===== src/rtl/phase_timer.sv =====
// Per-phase cycle timer for a sequenced controller: times each phase state
// against a programmable duration and reports sticky completion flags.
// Ports: clock/reset (sync, active-high); state = controller state code;
//   pause freezes counting; cfg_we/cfg_phase/cfg_time program durations;
//   phase_done = sticky flags; done_pulse = 1-cycle completion strobe;
//   active = phase currently counting; remaining = cycles left in phase.
module phase_timer #(
  parameter int NUM_PHASES   = 5,
  parameter int CNT_W        = 8,
  parameter int STATE_W      = 3,
  parameter int FIRST_PHASE  = 2,
  parameter int DEFAULT_TIME = 3
) (
  input  logic                  clock,
  input  logic                  reset,
  input  logic [STATE_W-1:0]    state,
  input  logic                  pause,
  input  logic                  cfg_we,
  input  logic [2:0]            cfg_phase,
  input  logic [CNT_W-1:0]      cfg_time,
  output logic [NUM_PHASES-1:0] phase_done,
  output logic                  done_pulse,
  output logic                  active,
  output logic [CNT_W-1:0]      remaining
);

  logic [CNT_W-1:0]      dur [NUM_PHASES];
  logic [CNT_W-1:0]      cnt;
  logic [STATE_W-1:0]    prev_state;

  logic                  is_idle;
  logic                  in_phase;
  logic [2:0]            pidx;
  logic [NUM_PHASES-1:0] sel_mask;
  logic [CNT_W-1:0]      dur_sel;
  logic [CNT_W-1:0]      dur_eff;
  logic                  flag_sel;
  logic [CNT_W:0]        cnt_inc;
  logic                  reach;

  always_comb begin
    is_idle  = (state == '0) || (state == STATE_W'(1));
    in_phase = (int'(state) >= FIRST_PHASE) &&
               (int'(state) < FIRST_PHASE + NUM_PHASES);
    pidx     = 3'(int'(state) - FIRST_PHASE);
    sel_mask = '0;
    dur_sel  = '0;
    flag_sel = 1'b0;
    // Mux by loop so an index past NUM_PHASES never selects anything.
    for (int i = 0; i < NUM_PHASES; i++) begin
      if (in_phase && (pidx == 3'(i))) begin
        sel_mask[i] = 1'b1;
        dur_sel     = dur[i];
        flag_sel    = phase_done[i];
      end
    end
    // A programmed duration of zero behaves as one cycle.
    dur_eff = (dur_sel == '0) ? CNT_W'(1) : dur_sel;
    // One extra bit so cnt+1 cannot wrap when the duration is all-ones.
    cnt_inc = {1'b0, cnt} + {{CNT_W{1'b0}}, 1'b1};
    // Also true when a shortened duration is already below the count.
    reach   = (cnt_inc >= {1'b0, dur_eff});
    // Clamp covers the window after a duration is rewritten below the count.
    remaining = (in_phase && (cnt < dur_eff)) ? (dur_eff - cnt) : '0;
    active    = in_phase && !flag_sel && !pause;
  end

  always_ff @(posedge clock) begin
    if (reset) begin
      cnt        <= '0;
      prev_state <= '0;
      phase_done <= '0;
      done_pulse <= 1'b0;
      for (int i = 0; i < NUM_PHASES; i++) begin
        dur[i] <= CNT_W'(DEFAULT_TIME);
      end
    end else begin
      prev_state <= state;
      done_pulse <= 1'b0;
      // Out-of-range phase indices match no entry and are dropped.
      for (int i = 0; i < NUM_PHASES; i++) begin
        if (cfg_we && (cfg_phase == 3'(i))) begin
          dur[i] <= cfg_time;
        end
      end
      if (is_idle) begin
        cnt        <= '0;
        phase_done <= '0;
      end else if (in_phase) begin
        if (state != prev_state) begin
          // Entering (or re-entering) a phase restarts its timing only.
          cnt <= '0;
        end else if (!pause && !flag_sel) begin
          if (reach) begin
            cnt        <= dur_eff;
            phase_done <= phase_done | sel_mask;
            done_pulse <= 1'b1;
          end else begin
            cnt <= cnt_inc[CNT_W-1:0];
          end
        end
      end
      // Other non-phase codes hold counter and flags.
    end
  end

endmodule


===== config.mk =====
export PLATFORM = sky130hd
export DESIGN_NAME = phase_timer
export DESIGN_NICKNAME = d
export VERILOG_FILES = /design/src/rtl/phase_timer.sv
export SDC_FILE = /design/constraint.sdc
export NUM_CORES = 1
export LEC_CHECK = 0
export CELL_PAD_IN_SITES_DETAIL_PLACEMENT = 1
export CELL_PAD_IN_SITES_GLOBAL_PLACEMENT = 1
export CORE_MARGIN = 5
export CORE_UTILIZATION = 30
export CTS_CLUSTER_DIAMETER = 200
export DETAILED_ROUTE_END_ITERATION = 6
export DONT_BUFFER_PORTS = 1
export GPL_ROUTABILITY_DRIVEN = 0
export HOLD_SLACK_MARGIN = 0.15
export PLACE_DENSITY_LB_ADDON = 0.1
export SLEW_MARGIN = 0
export SYNTH_ARGS = -nofsm -noshare
export SYNTH_HDL_FRONTEND = slang
export SYNTH_SLANG_ARGS = --single-unit

===== constraint.sdc =====
create_clock -name clock -period 11.1 [get_ports clock]
set_clock_uncertainty 0.05 [all_clocks]
set_input_delay 3.33 -clock clock [delete_from_list [all_inputs] [get_ports clock]]
set_output_delay 3.33 -clock clock [all_outputs]
set_load 0.05 [all_outputs]

==> key figures <==
Synthesis
  – Netlist cell types: 71
  – Top cell type's share of synthesized area: 35.2%
  – #FFs+latches synth: 57
  – Post-synth EDFFs: 40
  – Cell taking the most area after synthesis: edfxtp_1
  – Register area share after synthesis: 45.1%
  – Largest cells by area after synthesis: edfxtp_1 35%, dfxtp_1 10%, ha_1 7.0%
  – Post-Syn Instances: 323
  – Primary FF master, synth: edfxtp_1
  – Yosys warns: 0
  – Synth Net Count: about 360
  – Mapped Area: approximately 3400 sq um
  – Ys async rst share: 0%
  – Syn Area/Cell: between 10 and 15 sq um

Critical path
  – FF-to-FF End: cnt[7]
  – Critical path required time: ~7.7 ns
  – Number of cells on the worst reg-to-reg path: 13
  – R2R Path Start: dur[0][1]
  – Worst EP arrival: a little over 7 ns
  – Largest stage delay on the critical path: ~0.54 ns
  – Crit Path Category: in -> out
  – Critical Path End Type: primary output
  – CP max stage cell: ha_1
  – R2r setup slk: around 7.2 ns
  – Critical path launch point type: input pin
  – Worst setup path startpoint: state[1]
  – CP Cell Sequence: inv_1, ha_1, nor2b_1, and2_1, a2bb2oi_1, a221oi_4, a41oi_2, ha_1, fa_1, nor2b_1, o21a_1, o21ai_0, a21oi_1, o21ai_1, buf_4, nor3_1, buf_4
  – Worst Path Max Fanout: 20
  – Worst setup path end: remaining[3]

Floorplanning
  – IO Count: 33
  – Core ar.: roughly 11,000 sq um
  – Total Die Area: ~14,000 sq um
  – # rows: 39
  – Starting Density: 30.3%
  – Die H: between 100 and 150 um
  – Die X: between 100 and 150 um

Hold path
  – HP Class: reg -> reg

Route
  – Vias: approximately 2,500
  – Antenna viol nets, final: 0
  – Initial DRC Count: between 100 and 150
  – Residual DRC count: 0
  – Vias per inst: roughly 5.2
  – Pre-antenna DRT Iters: 5
  – Final WL: about 9900 um
  – Wire per inst: ~20 um

Final layout
  – FILL cells: ~1,300
  – Share of cells above drive strength 1: 15.8%
  – Commonest non-fill, non-tap cell in the layout: edfxtp_1
  – Layout Nets: about 370
  – Core Util, Final: a little over a third
  – Ant diodes: 0
  – Commonest cells after routing, fill and taps aside: 40 x edfxtp_1, 29 x inv_1, 19 x ha_1
  – Synth-to-layout area growth: 14.6%

Pwr
  – Clock group share of total power: between 30 and 40%
  – Sw Pwr: slightly above 0.2 mW
  – Sw Ratio: 31.4%
  – Comb pwr share: 22.3%
  – Maximum vdd drop: roughly 90 uV
  – Static leakage: between 1 and 1.5 nW
  – Int Pwr: roughly 0.44 mW
  – Pwr dens: about 160 nW/um^2
  – Sequential Power Share: 38.4%
  – Overall power: around 0.64 mW

Clock tree
  – # resized after CTS: 0
  – Clock slew at reported path FFs: roughly 0.050 ns
  – Worst skew pair latency: about 0.33 ns
  – Postcts setup bufs: 0
  – H-tree depth: 3
  – Clock sink count: 57
  – CTS Hold Bufs: 0
  – CTS root buffer: clkbuf_16
  – CTS Buf Count: 9
  – CTS tree: done
  – Longest Clk Path Bufs: 2

Timing
  – Worst Max-Slew Pin Slew: approximately 0.76 ns
  – Final Hold Viols: 0
  – Slew Viols, Final: 0
  – Slew HR: around 50%
  – Final hold slack: around 0.46 ns
  – Setup TNS: 0 ns
  – Final Setup Violations: 0
  – Final period util: a little over nine tenths
  – Fmax: approximately 0.094 GHz
  – Tmin final: about 11 ns
  – RSZ-0062 raised after global routing: no

Global routing
  – First-pass GRT wire length: 15,900 um
  – Vias in the first global route: 2,818
  – Total gr overflow: 0
  – GRT Util Overall: around 16%
  – Pin count of the biggest net entering global routing: 21
  – Initial antenna violation count: 0

Placed design
  – Input/output buffers: 0
  – Placed wire-length estimate: ~7800 um

Flow run
  – Max capacitance violation total: 0

Outcome
  – Status: completed
-- per-layer routing --
layer / track usage [%] / vias up / wire length [um]
li1: - / 1241 / -
met1: 18.7 / 1223 / 4360
met2: 25.8 / 59 / 4790
met3: 5.13 / 14 / 560
met4: 6.96 / 0 / 213
met5: 0 / - / 0
-- synth_stat cells, types with 3 or more instances --
library cell	number
a31o_2	4
and3_1	7
a32o_1	5
buf_2	6
a32oi_1	3
o21a_1	6
inv_1	29
nor2b_1	7
a22oi_1	3
nand2b_1	8
edfxtp_1	40
and2_1	10
mux2i_1	3
o21ai_0	10
nor3_1	11
ha_1	19
a21oi_1	11
o211ai_1	3
a221oi_1	5
xnor2_1	8
nor2_1	18
nand3_1	17
nand2_1	12
a22o_1	6
dfxtp_1	17
-- registers in the layout (all words and copies together) (netlist names) --
register    count
phase_done      5
prev_state      3
dur            40
done_pulse      1
cnt             8
-- final cells by class --
class / count / area (sq um) / area share, %
Multi-Input combinational cell: 226 / 1720 / 43.9
Sequential cell: 57 / 1540 / 39.4
Clock buffer: 9 / 225 / 5.75
Tap cell: 143 / 179 / 4.57
Inverter: 30 / 113 / 2.88
Timing Repair Buffer: 12 / 90.1 / 2.30
Clock inverter: 7 / 46.3 / 1.18
-- critical path, delay by kind of cell --
kind,cells,cell delay (ns)
simple gates,4,1.01
compound gates,7,1.21
buf+inv,3,0.47
fa+ha+maj,3,1.19
-- metrics by stage --
| stage | area (sq um) | instances | setup slack [ns] |
|---|---|---|---|
| 4_1_cts | 3910 | 484 | 0.489 |
| 3_5_place_dp | 3640 | 468 | 0.525 |
| 5_1_grt | 3910 | 484 | 0.0992 |
| 3_3_place_gp | 3640 | 468 | 0.550 |
| 2_1_floorplan | 3410 | 323 | 0.0341 |
| 6_report | 3910 | 484 | 0.495 |
-- worst min-delay path by stage --
stage               startpoint     end  slack (ns)  depth (start not counted)
floorplan               cnt[7]  cnt[7]        0.42                          1
finish                  cnt[7]  cnt[7]        0.46                          1
CTS                     cnt[7]  cnt[7]        0.46                          1
detailed placement      cnt[7]  cnt[7]        0.44                          1
global placement        cnt[7]  cnt[7]        0.44                          1
global route            cnt[7]  cnt[7]        0.51                          1
-- power groups by stage --
| stage | registers, mW | clock network, mW | logic, mW |
|---|---|---|---|
| floorplan | 0.248 | 0 | 0.104 |
| global placement | 0.251 | 0 | 0.144 |
| detailed placement | 0.251 | 0 | 0.144 |
| CTS | 0.246 | 0.257 | 0.145 |
| global route | 0.247 | 0.267 | 0.157 |
| finish | 0.246 | 0.252 | 0.143 |
-- logic make-up (layout without fill, tap and decap cells) --
| family | Yosys count | after routing | share of synthesized area [%] |
|---|---|---|---|
| and+or+nand+nor | 111 | 111 | 19.3 |
| AOI/OAI and AO/OA | 81 | 81 | 19.2 |
| DFF | 57 | 57 | 45.1 |
| buffers and inverters | 40 | 58 | 4.95 |
| adders and majority gates | 20 | 20 | 7.55 |
| xor gates and xnor gates | 9 | 9 | 2.31 |
| muxes | 5 | 5 | 1.54 |
No activity file was read; power rests on OpenSTA's default activity.
